===== src/rtl/br_predict_btb.sv =====
// Tagged branch target buffer with a 2-bit saturating direction counter per entry.
// Combinational lookup for fetch, single training port from execute, plus branch/mispredict counters.
module br_predict_btb #(
  parameter int IDX_W  = 4,
  parameter int TAG_W  = 8,
  parameter int STAT_W = 32
) (
  input  logic              CLK,
  input  logic              nRST,
  input  logic [31:0]       if_pc,
  output logic              pred_taken,
  output logic [31:0]       pred_target,
  output logic              pred_hit,
  input  logic              upd_valid,
  input  logic [31:0]       upd_pc,
  input  logic              upd_taken,
  input  logic [31:0]       upd_target,
  input  logic              upd_mispredict,
  input  logic              clear,
  output logic [STAT_W-1:0] stat_branches,
  output logic [STAT_W-1:0] stat_mispred
);

  localparam int ENTRIES = 2 ** IDX_W;

  typedef logic [IDX_W-1:0] idx_t;
  typedef logic [TAG_W-1:0] tag_t;

  logic [ENTRIES-1:0] valid_q, valid_d;
  tag_t               tag_q    [ENTRIES];
  tag_t               tag_d    [ENTRIES];
  logic [31:0]        target_q [ENTRIES];
  logic [31:0]        target_d [ENTRIES];
  logic [1:0]         ctr_q    [ENTRIES];
  logic [1:0]         ctr_d    [ENTRIES];
  logic [STAT_W-1:0]  stat_br_q, stat_br_d;
  logic [STAT_W-1:0]  stat_mis_q, stat_mis_d;

  idx_t if_idx, upd_idx;
  tag_t if_tag, upd_tag;
  logic upd_hit;
  logic unused_pc;

  assign if_idx  = if_pc[IDX_W+1:2];
  assign if_tag  = if_pc[IDX_W+TAG_W+1:IDX_W+2];
  assign upd_idx = upd_pc[IDX_W+1:2];
  assign upd_tag = upd_pc[IDX_W+TAG_W+1:IDX_W+2];
  // Byte-offset and high PC bits carry no index or tag information.
  assign unused_pc = ^{if_pc, upd_pc};

  // Lookup sees registered state only, so a same-cycle update is not bypassed.
  assign pred_hit    = valid_q[if_idx] && (tag_q[if_idx] == if_tag);
  assign pred_taken  = pred_hit && ctr_q[if_idx][1];
  assign pred_target = pred_hit ? target_q[if_idx] : 32'h0;

  assign upd_hit = valid_q[upd_idx] && (tag_q[upd_idx] == upd_tag);

  assign stat_branches = stat_br_q;
  assign stat_mispred  = stat_mis_q;

  always_comb begin
    // NOTE: every next-state signal gets a default first so no path leaves it unassigned (no latches).
    valid_d    = valid_q;
    tag_d      = tag_q;
    target_d   = target_q;
    ctr_d      = ctr_q;
    stat_br_d  = stat_br_q + STAT_W'(upd_valid);
    stat_mis_d = stat_mis_q + STAT_W'(upd_valid & upd_mispredict);

    if (clear) begin
      valid_d = '0;
    end else if (upd_valid) begin
      if (upd_hit) begin
        if (upd_taken) begin
          ctr_d[upd_idx]    = (ctr_q[upd_idx] == 2'b11) ? 2'b11 : ctr_q[upd_idx] + 2'd1;
          target_d[upd_idx] = upd_target;
        end else begin
          ctr_d[upd_idx]    = (ctr_q[upd_idx] == 2'b00) ? 2'b00 : ctr_q[upd_idx] - 2'd1;
        end
      end else if (upd_taken) begin
        // Only taken misses allocate; the new entry starts weakly taken.
        valid_d[upd_idx]  = 1'b1;
        tag_d[upd_idx]    = upd_tag;
        target_d[upd_idx] = upd_target;
        ctr_d[upd_idx]    = 2'b10;
      end
    end
  end

  always_ff @(posedge CLK) begin
    // NOTE: sequential state uses non-blocking assignments so all flops update from pre-edge values.
    if (!nRST) begin
      valid_q    <= '0;
      stat_br_q  <= '0;
      stat_mis_q <= '0;
      // NOTE: the entry arrays are reset explicitly, so they map to flops rather than a RAM macro.
      for (int i = 0; i < ENTRIES; i++) begin
        tag_q[i]    <= '0;
        target_q[i] <= '0;
        ctr_q[i]    <= 2'b01;
      end
    end else begin
      valid_q    <= valid_d;
      tag_q      <= tag_d;
      target_q   <= target_d;
      ctr_q      <= ctr_d;
      stat_br_q  <= stat_br_d;
      stat_mis_q <= stat_mis_d;
    end
  end

endmodule


===== config.mk =====
export PLATFORM = sky130hd
export DESIGN_NAME = br_predict_btb
export DESIGN_NICKNAME = d
export VERILOG_FILES = /design/src/rtl/br_predict_btb.sv
export SDC_FILE = /design/constraint.sdc
export NUM_CORES = 2
export LEC_CHECK = 0
export ABC_AREA = 0
export CAP_MARGIN = 0
export CORE_ASPECT_RATIO = 1.5
export CORE_UTILIZATION = 40
export CTS_CLUSTER_DIAMETER = 80
export CTS_CLUSTER_SIZE = 28
export DETAILED_ROUTE_END_ITERATION = 10
export SLEW_MARGIN = 30
export SYNTH_ARGS = -nofsm -noshare
export SYNTH_HDL_FRONTEND = slang
export SYNTH_SLANG_ARGS = --single-unit

===== constraint.sdc =====
create_clock -name CLK -period 5 [get_ports CLK]
set_clock_uncertainty 0.05 [all_clocks]
set_input_delay 0.5 -clock CLK [delete_from_list [all_inputs] [get_ports CLK]]
set_output_delay 0.5 -clock CLK [all_outputs]
set_load 0.005 [all_outputs]

==> results.json <==
{
  "ctsHoldBuffers": 0,
  "grtUsageTotal_pct": 25.9,
  "synth_adder_area_share_pct": 0.209,
  "numCtsBuffers": 34,
  "layout_common_cells": "1063 x nand2_1, 752 x dfxtp_1, 654 x a21oi_1",
  "arrival_ns": 3.80,
  "routed.top_layer": "met5",
  "reg2reg_depth": 10,
  "synth_edf_count": 0,
  "grt_max_degree": 165,
  "crit_fanout": 45,
  "setup_viol": 0,
  "drive_gt1_share_pct": 11.9,
  "netlist_area_um2": 34100,
  "synth_top_area_share_pct": 44.2,
  "synth_area_leaders": "dfxtp_1 44%, mux4_2 16%, nand2_1 12%, a21oi_1 9.6%, clkbuf_1 3.8%",
  "ant_nets": 0,
  "final_cells": 4899,
  "worstMarginPinSlew_ns": 0.945,
  "max_slew_margin_pct": 36.8,
  "critPathKind": "primary input to output pin",
  "ys_ff_latch": 752,
  "max_freq_mhz": 230,
  "met1_length_um": 45900,
  "grt_pass1_vias": 26900,
  "tns_ns": 0,
  "core_um2": 84100,
  "drc": 0,
  "ys_types": 52,
  "synth_compound_area_share_pct": 13.4,
  "io_buffers": 159,
  "numPlacedInstances": 4852,
  "period_share_pct": 87.0,
  "hold_viol": 0,
  "syn_inst": 3882,
  "dp_slack_ns": 0.690,
  "cts_buffer_depth": 3,
  "ios": 200,
  "cts_resized": 0,
  "maxCapViolations": 0,
  "grt_pass1_wl_um": 171000,
  "cts_root_buffer": "clkbuf_16",
  "overflow": 0,
  "grt_setup_unrepaired": "false",
  "status": "finished, final reports clean",
  "ys.warnings.count": 0,
  "fin_util_pct": 44.6,
  "clk_pin_slew_ns": 0.09,
  "critPathCaptureType": "output pin",
  "seq_area_frac_synth_pct": 44.2,
  "syn_avg_cell_area_um2": 8.78,
  "required_ns": 4.45,
  "hpwlAfterDp_um": 65500,
  "hp-class": "flip-flop to flip-flop",
  "syn_to_final_growth_pct": 10.1,
  "synth-async-reset-ratio_pct": 0,
  "cts.sinks": 752,
  "clk_latency_ns": 0.64,
  "synth_fp_nets": 3988,
  "final_nets": 3872,
  "finalCriticalPeriod_ns": 4.35,
  "synth_top_family_by_area": "simple AND/OR/NAND/NOR gates",
  "drt_pass1_iterations": 6,
  "crit_path_start_kind": "primary input",
  "r2r_setup_slack_ns": 1.75,
  "route.met3.wl_um": 7320,
  "dr_wl_met2_um": 55000,
  "postCtsSetupBuffers": 0,
  "synth_top_area_cell": "dfxtp_1",
  "post_drt_wl_per_cell_um": 23.1,
  "slew_viol_final": 0,
  "chipWidth_um": 240,
  "cts_tree": "yes",
  "p_per_area_nw_per_um2": 268,
  "wl_um": 113000,
  "die-height_um": 359,
  "rows": 130,
  "start_util_pct": 40.5,
  "synthFlopType": "dfxtp_1",
  "antenna_found_initial": 7,
  "first_iter_violations": 2873,
  "setup_ws_ns": 0.650,
  "ir_drop_v": 0.000198,
  "synth.area.mux_share_pct": 17.6,
  "dieArea_um2": 86400,
  "routabilityCongestion": 0.809,
  "synth-simple-area-share_pct": 17.7,
  "vias_per_cell": 5.78,
  "cts.htree.levels": 2,
  "min_path_cells": 2,
  "vias": 28339,
  "mostFrequentLayoutCell": "nand2_1",
  "synth_xor_area_share_pct": 1.85,
  "cellLeakagePower_nw": 11.8
}
## synthesized netlist by cell type (6+ instances only)
| master | instances |
|---|---|
| xor2_1 | 33 |
| a221oi_1 | 14 |
| nand2b_1 | 8 |
| mux2_2 | 7 |
| dfxtp_1 | 752 |
| and2_1 | 16 |
| mux4_2 | 246 |
| buf_4 | 7 |
| nor4_1 | 8 |
| nor3_1 | 17 |
| nand2_1 | 1079 |
| or3_1 | 6 |
| o21ai_1 | 50 |
| o211ai_1 | 17 |
| and3_1 | 47 |
| a32o_1 | 6 |
| nand4_1 | 17 |
| a31oi_1 | 16 |
| buf_2 | 36 |
| xnor2_1 | 39 |
| a32oi_1 | 8 |
| mux2_1 | 10 |
| mux2i_1 | 27 |
| o22ai_1 | 6 |
| o21ai_0 | 83 |
| a21oi_1 | 654 |
| buf_1 | 27 |
| clkbuf_1 | 341 |
| nor2_1 | 98 |
| nor2b_1 | 6 |
| inv_1 | 16 |
| nand3_1 | 154 |
## worst max-delay path, stage by stage
cell and delay (ns):
buf_8 0.40, mux4_2 0.58, mux4_2 0.52, xnor2_1 0.24, nand4_1 0.26, nor2_4 0.23, buf_12 0.25, and3_1 0.20
clkdlybuf4s50_1 0.52
## power by group
group / leakage, nW / total [mW] / internal, mW / switching [mW]
registers: 6.06 / 6.03 / 6.01 / 0.0147
clock network: 0.466 / 3.36 / 1.29 / 2.07
logic: 5.32 / 0.664 / 0.215 / 0.449
## metrics by stage
step	cell area, µm²	hold WS (ns)	total power [mW]
2_1_floorplan	34100	0.383	6.60
3_3_place_gp	36500	0.388	6.82
3_5_place_dp	36500	0.393	6.82
4_1_cts	37500	0.408	10.1
5_1_grt	37500	0.423	10.4
6_report	37500	0.407	10.0
## cells by family (layout without fill, tap and decap cells)
kind of cell / count (synthesis) / in the layout
compound gates: 866 / 866
fa+ha+maj: 6 / 6
other cells: 0 / 3
buf+inv: 432 / 324
simple gates: 1464 / 1464
mux: 290 / 290
xor+xnor: 72 / 72
flops: 752 / 752
## final cells by class
class | count | area (µm²)
tap | 1122 | 1400
sequential | 752 | 15100
clock inverter | 9 | 108
clock buffer | 35 | 855
inverter | 17 | 71.3
fill | 8165 | 46600
multi-input combinational | 2698 | 17400
antenna | 3 | 7.51
timing repair buffer | 263 | 2580
## path summary, 6_finish.rpt
check                      from               to
hold / removal    target_q[190]    target_q[190]
hold reg to reg   target_q[190]    target_q[190]
setup reg to reg       tag_q[5]        tag_q[50]
setup / recovery       if_pc[2]  pred_target[27]
## flip-flops by register name, summed over array words and instances (netlist names)
register	count
stat_branches	32
tag_q	128
stat_mispred	32
valid_q	16
ctr_q	32
target_q	512
## per-layer routing
layer | GRT usage (%) | vias to the layer above
met5 | 0 | -
met4 | 11.4 | 6
met3 | 3.27 | 249
met2 | 43.1 | 1046
met1 | 33.4 | 13910
li1 | - | 13128
(Power assumes the default switching activity.)
